--- config.mk ---
export PLATFORM = sky130hd
export DESIGN_NAME = seq_detector_param
export DESIGN_NICKNAME = d
export VERILOG_FILES = /design/src/rtl/seq_detector_param.sv
export SDC_FILE = /design/constraint.sdc
export NUM_CORES = 1
export LEC_CHECK = 0
export CORE_MARGIN = 5
export CORE_UTILIZATION = 50
export DETAILED_ROUTE_END_ITERATION = 8
export PLACE_DENSITY_LB_ADDON = 0.3
export SYNTH_ARGS = -nofsm -noshare
export SYNTH_HDL_FRONTEND = slang
export SYNTH_SLANG_ARGS = --single-unit
--- constraint.sdc ---
create_clock -name clk -period 2.53 [get_ports clk]
set_input_delay 0.253 -clock clk [delete_from_list [all_inputs] [get_ports clk]]
set_output_delay 0.253 -clock clk [all_outputs]
set_load 0.01 [all_outputs]
--- src/rtl/seq_detector_param.sv ---
// ---------------------------------------------------------------------------
// seq_detector_param
//
// Serial bit-pattern detector with a runtime-loadable PAT_LEN-bit pattern,
// selectable overlapping / non-overlapping matching, a valid-qualified input
// and a saturating match counter. All outputs come straight from flops.
//
// Ports
//   clk        in   system clock, rising-edge active
//   rst_n      in   asynchronous active-low reset
//   din        in   serial data bit
//   din_valid  in   din is accepted only on edges where this is high
//   overlap    in   1 = overlapping matches, 0 = non-overlapping
//   pat_load   in   load pat_in into the pattern register, clear the window
//   pat_in     in   new pattern (MSB is the first bit expected on the line)
//   cnt_clr    in   synchronous clear of match_cnt (wins over an increment)
//   match      out  one-cycle pulse, the cycle after the last pattern bit
//   match_cnt  out  saturating count of matches
//   fill       out  bits currently counted toward the window (0..PAT_LEN)
// ---------------------------------------------------------------------------
module seq_detector_param #(
    parameter int                 PAT_LEN = 4,
    parameter logic [PAT_LEN-1:0] PATTERN = 4'b1010,
    parameter int                 CNT_W   = 8,
    localparam int                FILL_W  = $clog2(PAT_LEN + 1)
) (
    input  logic               clk,
    input  logic               rst_n,
    input  logic               din,
    input  logic               din_valid,
    input  logic               overlap,
    input  logic               pat_load,
    input  logic [PAT_LEN-1:0] pat_in,
    input  logic               cnt_clr,
    output logic               match,
    output logic [CNT_W-1:0]   match_cnt,
    output logic [FILL_W-1:0]  fill
);

    localparam logic [FILL_W-1:0] FILL_FULL = FILL_W'(PAT_LEN);
    localparam logic [CNT_W-1:0]  CNT_MAX   = '1;

    logic [PAT_LEN-1:0] sh_reg,    sh_next;
    logic [PAT_LEN-1:0] pat_reg,   pat_next;
    logic [FILL_W-1:0]  fill_reg,  fill_next;
    logic               match_reg, match_next;
    logic [CNT_W-1:0]   cnt_reg,   cnt_next;

    logic [PAT_LEN-1:0] sh_shift;
    logic [FILL_W-1:0]  fill_inc;
    logic               hit;

    // Candidate window and fill level if the current bit were accepted.
    // The fill level saturates at PAT_LEN so overlapping mode keeps
    // comparing every new bit against a full window.
    always_comb begin
        sh_shift = {sh_reg[PAT_LEN-2:0], din};
        fill_inc = (fill_reg == FILL_FULL) ? fill_reg : fill_reg + FILL_W'(1);
        hit      = din_valid && !pat_load &&
                   (fill_inc == FILL_FULL) && (sh_shift == pat_reg);
    end

    always_comb begin
        sh_next    = sh_reg;
        pat_next   = pat_reg;
        fill_next  = fill_reg;
        match_next = 1'b0;
        cnt_next   = cnt_reg;

        // A pattern load discards the window and drops any bit offered
        // in the same cycle.
        if (pat_load) begin
            pat_next  = pat_in;
            sh_next   = '0;
            fill_next = '0;
        end else if (din_valid) begin
            sh_next    = sh_shift;
            match_next = hit;
            // Non-overlapping: restart the window so the old bits in sh
            // can never contribute to the next match.
            fill_next  = (hit && !overlap) ? '0 : fill_inc;
        end

        if (cnt_clr) begin
            cnt_next = '0;
        end else if (hit && (cnt_reg != CNT_MAX)) begin
            cnt_next = cnt_reg + CNT_W'(1);
        end
    end

    always_ff @(posedge clk or negedge rst_n) begin
        if (!rst_n) begin
            sh_reg    <= '0;
            pat_reg   <= PATTERN;
            fill_reg  <= '0;
            match_reg <= 1'b0;
            cnt_reg   <= '0;
        end else begin
            sh_reg    <= sh_next;
            pat_reg   <= pat_next;
            fill_reg  <= fill_next;
            match_reg <= match_next;
            cnt_reg   <= cnt_next;
        end
    end

    assign match     = match_reg;
    assign match_cnt = cnt_reg;
    assign fill      = fill_reg;

endmodule

==> flow_metrics.tcl <==
set metrics [dict create \
    synth_seq_cells 19 \
    dpl_worst_slack_ns 0.399 \
    ys_top_cells_by_area "dfrtp_1, mux2_1, dfstp_2" \
    grt_usage 0.157 \
    crit_path_max_fanout 10 \
    grt_max_degree 20 \
    peakVddDrop_v 0.000325 \
    leakagePower_uw 0.000563 \
    max_freq_ghz 0.490 \
    tns_ns 0 \
    place_hpwl_um 1640 \
    syn_inst 106 \
    portBuffers 22 \
    vias_per_cell 5.32 \
    core_um2 2170 \
    num_vias 836 \
    design_area_um2 1380 \
    cts_buffer_depth 2 \
    ys_warn_count 0 \
    cts_sinks 19 \
    rows 17 \
    maxCapViolCount 0 \
    reg2reg_slack_ns 0.49 \
    cp.arrival_ns 2.24 \
    die-width_um 57.0 \
    floorplan.initialDensity 0.510 \
    largest_reg_flops 8 \
    drive_above_1_share 0.116 \
    drtIter0Drc 19 \
    wl_um 2170 \
    ys_seq_area_frac 0.432 \
    pin_count 23 \
    dieHeight_um 57.0 \
    rsz0062_at_grt "false" \
    fin_worst_skew_ns 0.00412 \
    end_kind "flip-flop" \
    hold_violations 0 \
    fin_nets 144 \
    synth_top_area_frac 0.385 \
    drc_errors 0 \
    num_antenna_cells 0 \
    clk_pin_slew_ns 0.12 \
    cts_tree "built" \
    postCtsResizedCells 0 \
    clk_latency_ns 0.30 \
    r2r-start "fill[0]$_DFFE_PN0P_" \
    dpl_cell_area_um2 1350 \
    cts_hold_buf 0 \
    grt_pass1_wl_um 4060 \
    worstSetupStartpoint "fill[0]$_DFFE_PN0P_" \
    grt_pass1_vias 891 \
    avgRoutedWirePerCell_um 13.8 \
    synth_area_per_cell_um2 10.4 \
    required_ns 2.73 \
    numCtsBuffers 3 \
    maxSlewViolCount 0 \
    synth_area_um2 1110 \
    grt.overflow.total 0 \
    worstHoldPathType "in -> async" \
    antenna_found_initial 0 \
    setup-violations-final 0 \
    dieArea_um2 3250 \
    root_buffer "clkbuf_4" \
    h-tree-depth 1 \
    worst_slew_pin_slew_ns 0.846 \
    synth_top_area_cell "dfrtp_1" \
    slew_headroom 0.434 \
    yosysUniqueCellTypes 31 \
    layout_setup_ws_ns 0.490 \
    post-route-min-period_ns 2.04 \
    cts_setup_buffers 0 \
    fin_crit_sh 0.806 \
    crit_path_start_kind "flip-flop" \
    power.density_nw_per_um2 429 \
    first_pass_iters 4 \
    antenna_left 0 \
    gp_congestion 0.786 \
    synthToLayoutAreaGrowth_pct 24.3 \
    status "finished, final reports clean" \
    syn_nets 120 \
    worstSetupPathType "reg -> reg" \
]
Yosys cell counts:
| library cell | instances |
|---|---|
| dfstp_2 | 2 |
| dfrtp_1 | 17 |
| nand3b_2 | 1 |
| o32ai_1 | 1 |
| nand4_2 | 1 |
| inv_1 | 6 |
| o21ai_0 | 4 |
| a32oi_2 | 1 |
| ha_1 | 3 |
| clkbuf_1 | 2 |
| o211ai_1 | 1 |
| a21oi_1 | 2 |
| nor3_1 | 1 |
| buf_4 | 1 |
| nor4b_1 | 1 |
| mux2i_1 | 5 |
| mux2_2 | 4 |
| nand2_1 | 7 |
| buf_2 | 1 |
| nor4_1 | 6 |
| xnor2_1 | 5 |
| o2111ai_4 | 1 |
| and2_1 | 1 |
| nor2b_1 | 6 |
| and3_1 | 2 |
| mux2_1 | 6 |
| nor4_4 | 1 |
| nor2_1 | 13 |
| nand4_1 | 1 |
| nand3_1 | 2 |
| nand4b_1 | 1 |
power by group:
part | switching, uW | total (uW) | leakage (uW) | internal, uW
Clock | 101 | 162 | 0.0000150 | 61.5
Sequential | 11.1 | 329 | 0.000252 | 318
Combinational | 50.5 | 99.1 | 0.000297 | 48.6
Total | 162 | 590 | 0.000563 | 428
cells by family after synthesis:
family / after synthesis / synth area share
xor+xnor: 5 / 0.0396
compound gates: 10 / 0.0803
simple gates: 44 / 0.229
flops: 19 / 0.432
mux: 15 / 0.147
fa+ha+maj: 3 / 0.0339
buf+inv: 10 / 0.0385
metal layers:
metal	vias to the layer above	global-route usage	wire [um]
li1	418	-	-
met1	393	0.201	984
met2	20	0.261	1040
met3	5	0.0385	105
met4	0	0.0497	41
met5	-	0	0
area by class of cell:
type	instances	area, um^2
sequential	19	478
multi-input combinational	77	586
tap	28	35.0
clock buffer	4	26.3
inverter	6	22.5
timing repair buffer	23	228
fill	193	795
path summary, 6_finish.rpt:
check,depth (start not counted),end
max,6,match_cnt[0]$_DFFE_PN0P_
min,1,match_cnt[1]$_DFFE_PN0P_
max reg2reg,6,match_cnt[0]$_DFFE_PN0P_
min reg2reg,1,pat_reg[0]$_DFFE_PN0P_
max in group asynchronous,1,sh_reg[1]$_DFFE_PN0P_
min in group clk,1,pat_reg[0]$_DFFE_PN0P_
cell usage in the layout, fill, tap and decap left out, types with 2 or more instances in the layout:
cell type         n
xnor2_1           5
mux2_1            6
inv_1             6
nor4_1            6
dfrtp_1          17
o21ai_0           4
nor2_1           13
nand2_1           7
clkdlybuf4s50_1  22
clkbuf_4          3
ha_1              3
nor2b_1           6
mux2i_1           5
and3_1            2
nand3_1           2
a21oi_1           2
dfstp_2           2
mux2_2            4
worst max-delay path, cell delays in order, from the launching register on:
cell and delay [ns]:
dfrtp_1 0.45, inv_1 0.11, ha_1 0.22, nand3b_2 0.16, o2111ai_4 0.23, nor4_4 0.41
mux2_1 0.35
stage by stage:
step                power (uW)  hold slack [ns]  utilization  instances
floorplan                  394          -0.0426            -        106
global placement           432            0.513        0.622        153
detailed placement         435            0.520        0.622        153
CTS                        593            0.459        0.634        157
global route               620            0.509        0.634        157
finish                     590            0.415        0.634        157
Note: power is estimated with default switching activity, not from simulation.
